[src/rtl/prog_loader.sv]
// ============================================================================
//  Module      : prog_loader
//  Description : Boot loader for the 16-bit single-cycle CPU. Receives a
//                framed byte stream (HEADER, LEN, LEN x {hi,lo}, CSUM),
//                assembles 16-bit words and writes them into instruction
//                memory. Holds the CPU in reset until a complete,
//                checksum-valid program has been loaded.
//  Ports       : clk, reset      - clock, synchronous active-high reset
//                i_rx_valid/data - incoming byte stream
//                o_rx_ready      - byte accepted on valid && ready
//                o_prog_we/addr/data - instruction memory write port
//                o_cpu_reset     - 1 = CPU held in reset
//                o_done/o_error  - status of the last frame
//  Options     : LOADER_TIMEOUT_EN - abort a frame after TIMEOUT idle cycles
//  Revision    : 1.0 - initial release
// ============================================================================
`default_nettype none

module prog_loader #(
    parameter int          DEPTH   = 64,
    parameter int          ADDR_W  = 6,
    parameter logic [7:0]  HEADER  = 8'hA5,
    parameter int          TIMEOUT = 1024
) (
    input  wire logic              clk,
    input  wire logic              reset,
    input  wire logic              i_rx_valid,
    input  wire logic [7:0]        i_rx_data,
    output logic                   o_rx_ready,
    output logic                   o_prog_we,
    output logic [ADDR_W-1:0]      o_prog_addr,
    output logic [15:0]            o_prog_data,
    output logic                   o_cpu_reset,
    output logic                   o_done,
    output logic                   o_error
);

    typedef enum logic [2:0] {
        S_IDLE = 3'd0,
        S_LEN  = 3'd1,
        S_HI   = 3'd2,
        S_LO   = 3'd3,
        S_CSUM = 3'd4,
        S_DONE = 3'd5,
        S_ERR  = 3'd6
    } state_t;

    localparam logic [8:0] c_DEPTH9 = 9'(DEPTH);

    state_t              r_state;
    state_t              w_state_nxt;

    logic                r_rx_ready;
    logic                r_prog_we;
    logic [ADDR_W-1:0]   r_prog_addr;
    logic [15:0]         r_prog_data;
    logic                r_cpu_reset;
    logic                r_done;
    logic                r_error;
    logic [7:0]          r_acc;
    logic [7:0]          r_hi;
    logic [ADDR_W:0]     r_len;     // one bit wider than the address: holds up to DEPTH
    logic [ADDR_W:0]     r_idx;

    logic                w_accept;
    logic                w_hdr;
    logic                w_len_ok;
    logic                w_last;
    logic                w_mid_frame;
    logic                w_timeout;

    assign w_accept    = i_rx_valid & r_rx_ready;
    assign w_len_ok    = (i_rx_data != 8'd0) && ({1'b0, i_rx_data} <= c_DEPTH9);
    assign w_last      = ((r_idx + 1'b1) == r_len);
    assign w_mid_frame = (r_state == S_LEN) || (r_state == S_HI) ||
                         (r_state == S_LO)  || (r_state == S_CSUM);
    // A header only starts a frame between frames; mid-frame it is plain data.
    assign w_hdr       = w_accept && (i_rx_data == HEADER) &&
                         ((r_state == S_IDLE) || (r_state == S_DONE) || (r_state == S_ERR));

`ifdef LOADER_TIMEOUT_EN
    localparam int c_TMO_W = $clog2(TIMEOUT + 1);

    logic [c_TMO_W-1:0] r_tmo_cnt;

    // Counter holds the number of consecutive byte-less cycles spent mid-frame;
    // the edge that would make it TIMEOUT aborts the frame instead.
    always_ff @(posedge clk) begin
        if (reset || !w_mid_frame || w_accept) begin
            r_tmo_cnt <= '0;
        end else begin
            r_tmo_cnt <= r_tmo_cnt + 1'b1;
        end
    end

    assign w_timeout = w_mid_frame && !w_accept &&
                       (r_tmo_cnt == c_TMO_W'(TIMEOUT - 1));
`else
    assign w_timeout = 1'b0;
`endif

    // ------------------------------------------------------------------
    // State register
    // ------------------------------------------------------------------
    always_ff @(posedge clk) begin
        if (reset) begin
            r_state <= S_IDLE;
        end else begin
            r_state <= w_state_nxt;
        end
    end

    // ------------------------------------------------------------------
    // Next-state logic
    // ------------------------------------------------------------------
    always_comb begin
        w_state_nxt = r_state;
        case (r_state)
            S_IDLE, S_DONE, S_ERR: begin
                if (w_hdr) begin
                    w_state_nxt = S_LEN;
                end
            end
            S_LEN: begin
                if (w_accept) begin
                    w_state_nxt = w_len_ok ? S_HI : S_ERR;
                end
            end
            S_HI: begin
                if (w_accept) begin
                    w_state_nxt = S_LO;
                end
            end
            S_LO: begin
                if (w_accept) begin
                    w_state_nxt = w_last ? S_CSUM : S_HI;
                end
            end
            S_CSUM: begin
                if (w_accept) begin
                    w_state_nxt = (i_rx_data == r_acc) ? S_DONE : S_ERR;
                end
            end
            default: begin
                w_state_nxt = S_IDLE;
            end
        endcase
        if (w_timeout) begin
            w_state_nxt = S_ERR;
        end
    end

    // ------------------------------------------------------------------
    // Datapath and registered outputs
    // ------------------------------------------------------------------
    always_ff @(posedge clk) begin
        if (reset) begin
            r_rx_ready  <= 1'b0;
            r_prog_we   <= 1'b0;
            r_prog_addr <= '0;
            r_prog_data <= '0;
            r_cpu_reset <= 1'b1;
            r_done      <= 1'b0;
            r_error     <= 1'b0;
            r_acc       <= '0;
            r_hi        <= '0;
            r_len       <= '0;
            r_idx       <= '0;
        end else begin
            r_rx_ready <= 1'b1;
            r_prog_we  <= 1'b0;
            // CPU runs only while resting in DONE; a reload header holds it again.
            r_cpu_reset <= !((r_state == S_DONE) && !w_hdr);

            if (w_hdr) begin
                r_done  <= 1'b0;
                r_error <= 1'b0;
                r_acc   <= '0;
                r_idx   <= '0;
            end else if ((r_state != S_ERR) && (w_state_nxt == S_ERR)) begin
                r_error <= 1'b1;
            end else if ((r_state == S_CSUM) && (w_state_nxt == S_DONE)) begin
                r_done <= 1'b1;
            end

            if (w_accept && !w_timeout) begin
                case (r_state)
                    S_LEN: begin
                        if (w_len_ok) begin
                            r_len <= i_rx_data[ADDR_W:0];
                            r_acc <= i_rx_data;
                        end
                    end
                    S_HI: begin
                        r_hi  <= i_rx_data;
                        r_acc <= r_acc ^ i_rx_data;
                    end
                    S_LO: begin
                        r_acc       <= r_acc ^ i_rx_data;
                        r_prog_we   <= 1'b1;
                        r_prog_addr <= r_idx[ADDR_W-1:0];
                        r_prog_data <= {r_hi, i_rx_data};
                        r_idx       <= r_idx + 1'b1;
                    end
                    default: begin
                    end
                endcase
            end
        end
    end

    assign o_rx_ready  = r_rx_ready;
    assign o_prog_we   = r_prog_we;
    assign o_prog_addr = r_prog_addr;
    assign o_prog_data = r_prog_data;
    assign o_cpu_reset = r_cpu_reset;
    assign o_done      = r_done;
    assign o_error     = r_error;

endmodule

`default_nettype wire

[config.mk]
export PLATFORM = sky130hd
export DESIGN_NAME = prog_loader
export DESIGN_NICKNAME = d
export VERILOG_FILES = /design/src/rtl/prog_loader.sv
export SDC_FILE = /design/constraint.sdc
export NUM_CORES = 1
export LEC_CHECK = 0
export ABC_CLOCK_PERIOD_IN_PS = 3160
export CAP_MARGIN = 20
export CORE_ASPECT_RATIO = 2
export CORE_MARGIN = 2
export CORE_UTILIZATION = 55
export DETAILED_ROUTE_END_ITERATION = 10
export MAX_ROUTING_LAYER = met4
export PLACE_DENSITY = 0.8
export SLEW_MARGIN = 20
export SYNTH_ARGS = -nofsm -noshare
export SYNTH_HDL_FRONTEND = slang
export SYNTH_SLANG_ARGS = --single-unit
[constraint.sdc]
create_clock -name clk -period 3.16 [get_ports clk]
set_input_delay 0.79 -clock clk [delete_from_list [all_inputs] [get_ports clk]]
set_output_delay 0.79 -clock clk [all_outputs]
set_load 0.005 [all_outputs]
# == After elaboration in Yosys (flattened, before gate mapping) ==
# Index checks and enable logic that the tools add are counted.
# word_totals
wordCells,68
regBits,60
# op_classes
n_addsub,1
bitwise_logic,4
eq_ne,12
order_cmp,1
n_reduce_logical,20
muxes,18
# ops
operator,n
$mux W8,3
$mux W3,7
$mux W7,3
$pmux W8 S2,1
$eq A3 B3 Y1 const B,5
$pmux W3 S5,1
$eq A8 B8 Y1,1
$eq A8 B8 Y1 const B,1
$le A8 B7 Y1 const B,1
$reduce_bool A8 Y1,1
$xor A8 B8 Y8,1
$add A7 B1 Y7 const B,1
$eq A7 B7 Y1,1
$eq A3 B2 Y1 const B,2
$logic_and A1 B1 Y1,6
$reduce_and A2 Y1,3
$reduce_or A2 Y1,3
$eq A3 B1 Y1 const B,1
$logic_not A3 Y1,1
$ne A3 B3 Y1 const B,1
$reduce_and A3 Y1,1
$reduce_or A3 Y1,1
$logic_not A1 Y1,2
$logic_or A1 B1 Y1,2
other kinds (4),6

# == Logic depth before layout (Yosys ltp) ==
# Gate-level depths: netlist (run 1).
# logic_depth
word_depth,10
ltp_mapped,8
ltp_nobuf,7

# == Least setup slack after synthesis (run 1) ==
# Ideal clock, no wire load.
# synth_timing
kind,input port to flip-flop
from,input port i_rx_data[1]
to,register r_acc[0]
arrival_ns,2.266
setup_slack_ns,0.761
cell_stages,6
cell_sequence,or3_4 or3_4 or3_1 o211a_2 o21ai_1 a21oi_1
# synth_via
elab_chain_len,7
elab_cells_between_ends,10
classes_between,order compare: 1; eq/ne: 1; mux: 4; reduce/logical: 4
# synth_lines
element,line_no,text
start: declaration,28,"input wire logic [7:0] i_rx_data,"
branches (longest 6 deep; another with $le A8 B7 Y1),n/a,
$mux W8 *,186,if (w_accept && !w_timeout) begin
end signal: assignment,191,r_acc <= i_rx_data;
end signal: assignment,196,r_acc <= r_acc ^ i_rx_data;
end signal: assignment,199,r_acc <= r_acc ^ i_rx_data;
end: declaration,60,logic [7:0] r_acc;
# Every way passes the cells marked *.
# A chain may end at the register's enable or synchronous reset.

# == Worst setup path after layout (run 1) ==
# layout_timing
from,input port i_rx_data[1]
to,register r_acc[2]
# Same word-level chain as after synthesis.

==> metrics list, run 1 <==
- Area of all sequential standard cells: around 1200 um^2
- After clock tree synthesis, the clock-pin slew on the worst setup and hold paths is 0.07 ns.
- Including well taps, the total number of placed cells is about 430.
- The die covers between 5000 and 6000 um^2.
- DIE WIDTH: 53.7 um
* Area of the core region: 4820 um^2
* Run status: complete, no violations
- CTS placed an instance of sky130_fd_sc_hd__clkbuf_8 at the clock tree root.
- In the finished design, the share of the clock period the worst path needs comes to 0.841.
- Antenna Violating Nets Remaining: 0
* Y dimension of the die: just over 100 um
- Yosys mapped the design onto 45 distinct sky130hd cell types.
- Net count of the mapped netlist: approximately 360
- Of the synthesized area, sequential elements account for 0.442.
- The worst register-to-register path has a depth of 7.
* Count of fill cells added during filler insertion: a little over 400
- Global-route wire length before repair: ~11000 um
- Diodes inserted: 0
- Peak ir drop on the vdd network: roughly 0.00065 V
* Clock tree from TritonCTS: done
- STA puts the critical path data required time at roughly 3.4 ns.
- The global routing stage identified its most utilized layer as met2.
- Of the cells placed in the final design, the portion with a size suffix greater than 1 is 0.0844.
- Cell Pwr Density: 476 nW/um^2
- For this run, the post-layout net count is 398.
* Worst hold margin: about 0.45 ns
* Post-route cell area: around 3400 um^2
- At the pin with the least slew margin, the transition time is slightly above 0.5 ns.
* Setup repair after global routing missed its margin: false
- Derived from the worst setup path, the maximum achievable clock frequency is approximately 380 MHz.
* Post-CTS setup repair buffer count: 0
- After detailed routing, the number of remaining DRC violations is 0.
* Clock latency at the later pin of the worst-skew pair: 0.35 ns
- Adding up every negative setup slack in the final design gives 0 ns.
- The worst setup path is captured at a flop.
* Number of setup violations in the final report: 0
- The final-report hold violation count is 0.
- GRT Residual Overflow: 0
* Predominant post-synthesis flop cell: sky130_fd_sc_hd__dfxtp_1
* Flop2flop setup slack: 0.86 ns
- M1 GR Usage: 0.312
- Hold repair after CTS inserted 0 buffers.
* Multi-input gate area in the final layout: 1400 um^2
- Cells after Synth: between 300 and 400
- The critical path starts at i_rx_data[1].
- CTS built an H-tree with a depth of 3.
- After synthesis the netlist holds a flip-flop and latch count of 60.
* Effective utilization at floorplan: 0.564
* Global-route usage over all layers: 0.292
* Fraction of met3 tracks used by global routing: 0.0747
- Area delta synth->final: 25.2%
* Vias per cell: a little under 6
* Worst setup skew after layout: around 0.014 ns
- Final routed wire length divided by cell count: about 16 um
- For this block, the initial DRC count from the detailed router was 89.
- In this run the most critical hold path is launched from r_hi[2].
- Final Slew Violations: 0
- Number of antenna violations at the first check in global routing: 0
- Cell area after placement: around 3200 um^2
- In this run, post-CTS repair resized a total of 0 instances.
- Hold endpoint: o_prog_data[10]
- Min-delay worst type: flop to flop
- The worst register-to-register path begins at r_idx[0].
- Via count of the first global-routing pass: about 2300
* Last weighted congestion value of the routability-driven placer: 0.885
- The floorplan has 36 rows.
- Clock tree synthesis inserted a total of 9 buffers.
* DP HPWL: slightly below 5000 um
- Post-synthesis instance area: 2720 um^2
- Synthesis Warnings: 0
- Clock sink total: 60
- Counting instances, the worst hold path has a depth of 2.
- Number of standard cells in the layout, taps in and fillers out: roughly 450
* Worst Path Arrival: 2.87 ns
- After synthesis, the share of flip-flops with an asynchronous set or reset is 0.
- The completed layout was analyzed and its total power is 1.62 mW.
- In this run the tightest slew margin relative to its limit is 0.664.
* Number of port buffers: 37
- During I/O placement, the number of pins put on the boundary was 38.
* Leak: 1.19 nW
- STA classifies the critical path startpoint as an input pin.
- Number of iterations in the first detailed-routing pass: 4
* Max-cap violation count: 0
* Met2 track demand over resource: 0.477
- Largest net degree at the start of global routing: between 40 and 50
- In this run the worst path has a maximum fanout of 8.
- Clock period minus final worst setup slack: around 2.7 ns
- Average cell area after synthesis: 7.85 um^2
- In this run, synthesis inferred 0 flip-flops with an integrated enable.
- Type of the worst setup path: input pin to flop
* DR vias: roughly 2600
- Maximum clock insertion buffer count: 2
- End of the worst register-to-register path: o_error
* Total length of routed wires: 7040 um
## worst max path at each step
stage	cells past startpoint	end
after floorplan	6	r_acc[0]
after global placement	7	r_acc[5]
after detailed placement	7	r_acc[2]
after CTS	8	r_len[5]
after global routing	7	o_error
final	7	r_acc[2]
## cells in the mapped netlist (3+ instances only)
cell type	count	area (um^2)
sky130_fd_sc_hd__xor2_1	3	26.3
sky130_fd_sc_hd__a21oi_1	42	210
sky130_fd_sc_hd__clkbuf_1	19	71.3
sky130_fd_sc_hd__o21ai_1	7	35.0
sky130_fd_sc_hd__nand4_1	3	18.8
sky130_fd_sc_hd__xnor2_1	15	131
sky130_fd_sc_hd__o21ai_0	27	135
sky130_fd_sc_hd__or3_1	5	31.3
sky130_fd_sc_hd__inv_1	7	26.3
sky130_fd_sc_hd__nor2_1	31	116
sky130_fd_sc_hd__mux2i_1	7	70.1
sky130_fd_sc_hd__and3_1	5	31.3
sky130_fd_sc_hd__nor3_1	4	20.0
sky130_fd_sc_hd__nand2_1	66	248
sky130_fd_sc_hd__dfxtp_1	60	1200
sky130_fd_sc_hd__nand3_1	10	50.1
## layer usage
metal,vias to the layer above,share of wire
li1,1270,-
met1,1224,0.38
met2,71,0.54
met3,26,0.046
met4,0,0.036
met5,-,0
## report_power, final
group	leakage (nW)	total [mW]	switching, mW	internal, mW
sequential	0.483	0.758	0.000998	0.757
combinational	0.594	0.0665	0.0392	0.0273
clock	0.114	0.795	0.306	0.489
total	1.19	1.62	0.346	1.27
## worst max-delay path: stages
cell and delay (ns):
sky130_fd_sc_hd__clkdlybuf4s50_1 0.42, sky130_fd_sc_hd__or3_4 0.43, sky130_fd_sc_hd__or3_4 0.43, sky130_fd_sc_hd__or3_1 0.38
sky130_fd_sc_hd__o211a_2 0.19, sky130_fd_sc_hd__o21ai_1 0.16, sky130_fd_sc_hd__a21oi_1 0.08
## per-stage QoR
stage               utilization  setup WS, ns
floorplan                     -         0.761
global placement          0.659         0.243
detailed placement        0.659         0.189
CTS                       0.706         0.550
global route              0.706         0.398
finish                    0.706         0.504
## sequential cells by signal, summed over array words and instances, names as in the netlist
signal and flops:
o_rx_ready 1, r_acc 8, o_prog_addr 6, o_done 1, r_state 3, r_hi 8
o_prog_data 16, o_error 1, o_cpu_reset 1, r_len 7, r_idx 7, o_prog_we 1
## layout make-up
cell class / count / share of cell area
Clock buffer: 13 / 0.0467
Timing Repair Buffer: 51 / 0.140
Tap cell: 57 / 0.0210
Clock inverter: 3 / 0.0202
Multi-Input combinational cell: 257 / 0.412
Sequential cell: 60 / 0.353
Inverter: 7 / 0.00772
## layout by cell type, fill, tap and decap left out, types with 2 or more instances in the layout
master	Yosys	layout
sky130_fd_sc_hd__or3_4	2	2
sky130_fd_sc_hd__o21ai_1	7	7
sky130_fd_sc_hd__and3_1	5	5
sky130_fd_sc_hd__dfxtp_1	60	60
sky130_fd_sc_hd__o31a_1	2	2
sky130_fd_sc_hd__o21ai_0	27	27
sky130_fd_sc_hd__xor2_1	3	3
sky130_fd_sc_hd__bufinv_16	0	2
sky130_fd_sc_hd__o31ai_1	2	2
sky130_fd_sc_hd__xnor2_1	15	15
sky130_fd_sc_hd__inv_1	7	7
sky130_fd_sc_hd__nand3b_1	2	2
sky130_fd_sc_hd__nand3_1	10	10
sky130_fd_sc_hd__clkbuf_1	19	2
sky130_fd_sc_hd__clkbuf_8	0	11
sky130_fd_sc_hd__nand4_1	3	3
sky130_fd_sc_hd__nor2_1	31	31
sky130_fd_sc_hd__clkdlybuf4s50_1	0	37
sky130_fd_sc_hd__buf_4	1	14
sky130_fd_sc_hd__o22ai_1	2	2
sky130_fd_sc_hd__nand2_1	66	66
sky130_fd_sc_hd__mux2i_1	7	7
sky130_fd_sc_hd__or3_1	5	5
sky130_fd_sc_hd__a21oi_1	42	42
sky130_fd_sc_hd__nor3_1	4	4
## cell families (layout without fill, tap and decap cells)
kind of cell    after synthesis  in the layout  share of synthesized area
buf+inv                      29             74                     0.0424
mux                           7              7                     0.0258
fa+ha+maj                     2              2                    0.00829
simple gates                136            136                      0.226
flops                        60             60                      0.442
xor+xnor                     19             19                     0.0663
compound gates               93             93                      0.189
Power figures use the tool's default switching activity.
==> run 2: changes to the inputs <==
--- a/config.mk
+++ b/config.mk
@@ -5,14 +5,14 @@
 export SDC_FILE = /design/constraint.sdc
 export NUM_CORES = 1
 export LEC_CHECK = 0
-export ABC_CLOCK_PERIOD_IN_PS = 3160
+export ABC_CLOCK_PERIOD_IN_PS = 2200
 export CAP_MARGIN = 20
 export CORE_ASPECT_RATIO = 2
 export CORE_MARGIN = 2
-export CORE_UTILIZATION = 55
+export CORE_UTILIZATION = 49
 export DETAILED_ROUTE_END_ITERATION = 10
 export MAX_ROUTING_LAYER = met4
-export PLACE_DENSITY = 0.8
+export PLACE_DENSITY = 0.76
 export SLEW_MARGIN = 20
 export SYNTH_ARGS = -nofsm -noshare
 export SYNTH_HDL_FRONTEND = slang
==> constraint.sdc (replaced) <==
create_clock -name clk -period 2.2 [get_ports clk]
set_input_delay 0.55 -clock clk [delete_from_list [all_inputs] [get_ports clk]]
set_output_delay 0.55 -clock clk [all_outputs]
set_load 0.005 [all_outputs]
==> metrics list, run 2 (synthesis gave the netlist of run 1 again) <==
* Run status: complete, no violations
* Number of buffers created by CTS: 9 (unchanged)
- The overall die height is 109 um (+5.7%).
- The clock slew seen by the registers of the worst setup and hold paths was 0.07 ns (about the same).
- The number of remaining DRC errors is 0 (unchanged).
- The tree is rooted in a sky130_fd_sc_hd__clkbuf_8.
- Final routed wire length divided by cell count: 15.0 um (-4.7%)
* Most repeated library cell on the critical path: sky130_fd_sc_hd__or3_4
* Critical Path Start Type: input pin
- Clock tree from TritonCTS: done
- Worst setup skew after layout: 0.0106 ns (-0.00306 ns)
* Number of iterations in the first detailed-routing pass: 6 (+2)
- The static leakage power came to 1.33 nW (+12%).
- DR iter-0 viols: 104 (+17%)
* Worst Path Arrival: 2.36 ns (-0.51 ns)
- Walking the worst path, the cells encountered are clkdlybuf4s15_1 -> or3_4 -> or3_4 -> or3_1 -> o211a_4 -> o21ai_2 -> a21oi_2.
* Delay contributed by the slowest stage of the critical path: 0.42 ns (about the same)
* Number of antenna violations at the first check in global routing: 0 (unchanged)
- Number of cells traversed by the worst register-to-register path: 7 (unchanged)
* DIE WIDTH: 56.6 um (+5.5%)
- The number of nets with antenna violations after detailed routing was 0 (unchanged).
* H-tree depth reported by CTS: 3 (unchanged)
- Clock latency at the later pin of the worst-skew pair: 0.34 ns (about the same)
- The pin count of the biggest net entering global routing came to 45 (-6.3%).
- Minimum setup slack after placement: -0.491 ns (-0.679 ns)
- Achievable Freq: about 460 MHz
- Post-CTS setup repair buffer count: 0 (unchanged)
* Row Count: 38 (+5.6%)
- Vias per cell: 5.57 (-3.6%)
* Total length of routed wires: 7060 um (+0.24%)
- Flip-flop count of the largest register after layout: 16 (unchanged)
* Most frequent cells in the layout: 66 x sky130_fd_sc_hd__nand2_1, 59 x sky130_fd_sc_hd__dfxtp_1, 40 x sky130_fd_sc_hd__a21oi_1, 33 x sky130_fd_sc_hd__buf_4, 31 x sky130_fd_sc_hd__nor2_1
* Global-route wire length before repair: 11400 um (+1.4%)
- Final worst slack: 0.0456 ns (-0.458 ns)
- The library cell used most frequently in the layout, excluding fill and tap cells, is sky130_fd_sc_hd__nand2_1.
- Top-level port count: 38 (unchanged)
- Number of setup violations in the final report: 0 (unchanged)
- Final Slew Violations: 0 (unchanged)
- Maximum clock insertion buffer count: 2 (unchanged)
- The max-cap violation count was 0 (unchanged).
- Final nets: 418 (+5.0%)
- The share of layout cells above drive strength 1 is 0.173 (+0.0884).
- The total inserted antenna cells was 0 (unchanged).
- The path class of the tightest hold or removal check is flop to flop.
- Maximum fanout along the worst path: 8 (unchanged)
- The initial core utilization is 0.506 (-0.0580).
- Global-route usage over all layers: 0.242 (-0.0498)
* Number of port buffers: 37 (unchanged)
- The total congestion overflow is 0 (unchanged).
* Cell Pwr Density: 625 nW/um^2 (+31%)
- The instance count along the most critical hold path came to 2 (unchanged).
- The critical path in this run is classified as input pin to flop.
- Final Hold Violating Endpoints: 0 (unchanged)
- The transition time at the pin with the least slew margin was 0.477 ns (-0.0256 ns).
- Area delta synth->final: 33.6%
* Last weighted congestion value of the routability-driven placer: 0.950 (+7.3%)
- DR vias: 2625 (+1.3%)
- Clock sink total: 60 (unchanged)
* Critical Path Sink Type: flop
* Max-Slew Margin vs Limit: 0.681 (+0.0179)
* DP HPWL: 5020 um (+4.6%)
- Among all stages on the critical path, the largest delay is contributed by sky130_fd_sc_hd__or3_4.
- The routed design could run at a clock period as short as 2.15 ns.
- Final Core Density: 0.675 (-0.0305)
* Area of the core region: 5370 um^2 (+11%)
- Final critical-path share of the clock period: 0.979
* Required time of the critical path: 2.40 ns (-0.97 ns)
- The number of global-route vias before repair is 2539 (+9.5%).
- Die footprint: 6190 um^2 (+12%)
* Peak ir drop on the vdd network: 0.000783 V (+21%)
run 2: final timing paths:
kind,start,to,slack [ns]
max,i_rx_data[4],r_acc[3],0.05
min,o_prog_data[8],o_prog_data[8],0.46
max reg2reg,r_idx[1],o_error,0.17
min reg2reg,o_prog_data[8],o_prog_data[8],0.46
run 2: through the flow:
stage                     hold slack, ns  total power [mW]  instance area, um^2  instances  setup TNS (ns)
final                              0.455              2.27                 3630        471               0
after global routing               0.468              2.34                 3630        471        -0.00184
after CTS                          0.454              2.29                 3580        471               0
after detailed placement           0.445              1.22                 3330        455          -12.41
after global placement             0.438              1.21                 3330        455          -11.05
after floorplan                    0.428              1.15                 2720        346               0
run 2: worst max-delay path, delay by kind of cell:
family / cells / cell delay (ns)
buffers and inverters: 1 / 0.18
and+or+nand+nor: 3 / 1.20
AOI/OAI and AO/OA: 3 / 0.42
run 2: timing repair:
item / in CTS / in global routing
setup endpoints to repair: 17 / 15
gates resized for setup: 14 / 18
hold buffers: 0 / 0
pin swaps: 8 / 10
run 2: power breakdown:
| group | switching, mW | internal, mW | leakage, nW |
|---|---|---|---|
| logic | 0.0607 | 0.0443 | 0.743 |
| clock network | 0.437 | 0.637 | 0.102 |
| registers | 0.00135 | 1.09 | 0.484 |
| total | 0.499 | 1.77 | 1.33 |
run 2: per-layer routing:
metal / up-vias / routed length (um) / track usage / share of wire
met3: 13 / 266 / 0.0459 / 0.038
li1: 1304 / - / - / -
met2: 61 / 3940 / 0.426 / 0.56
met5: - / 0 / - / 0
met1: 1247 / 2650 / 0.256 / 0.38
met4: 0 / 203 / 0.121 / 0.029
run 2: final cells by class:
class                   count  area, um^2
fillers                   461        1740
multi-input cells         257        1470
flip-flops and latches     60        1200
repair buffers             71         636
clock buffers              10         128
clock inverters             6        88.8
well taps                  60        75.1
inverters                   7        26.3
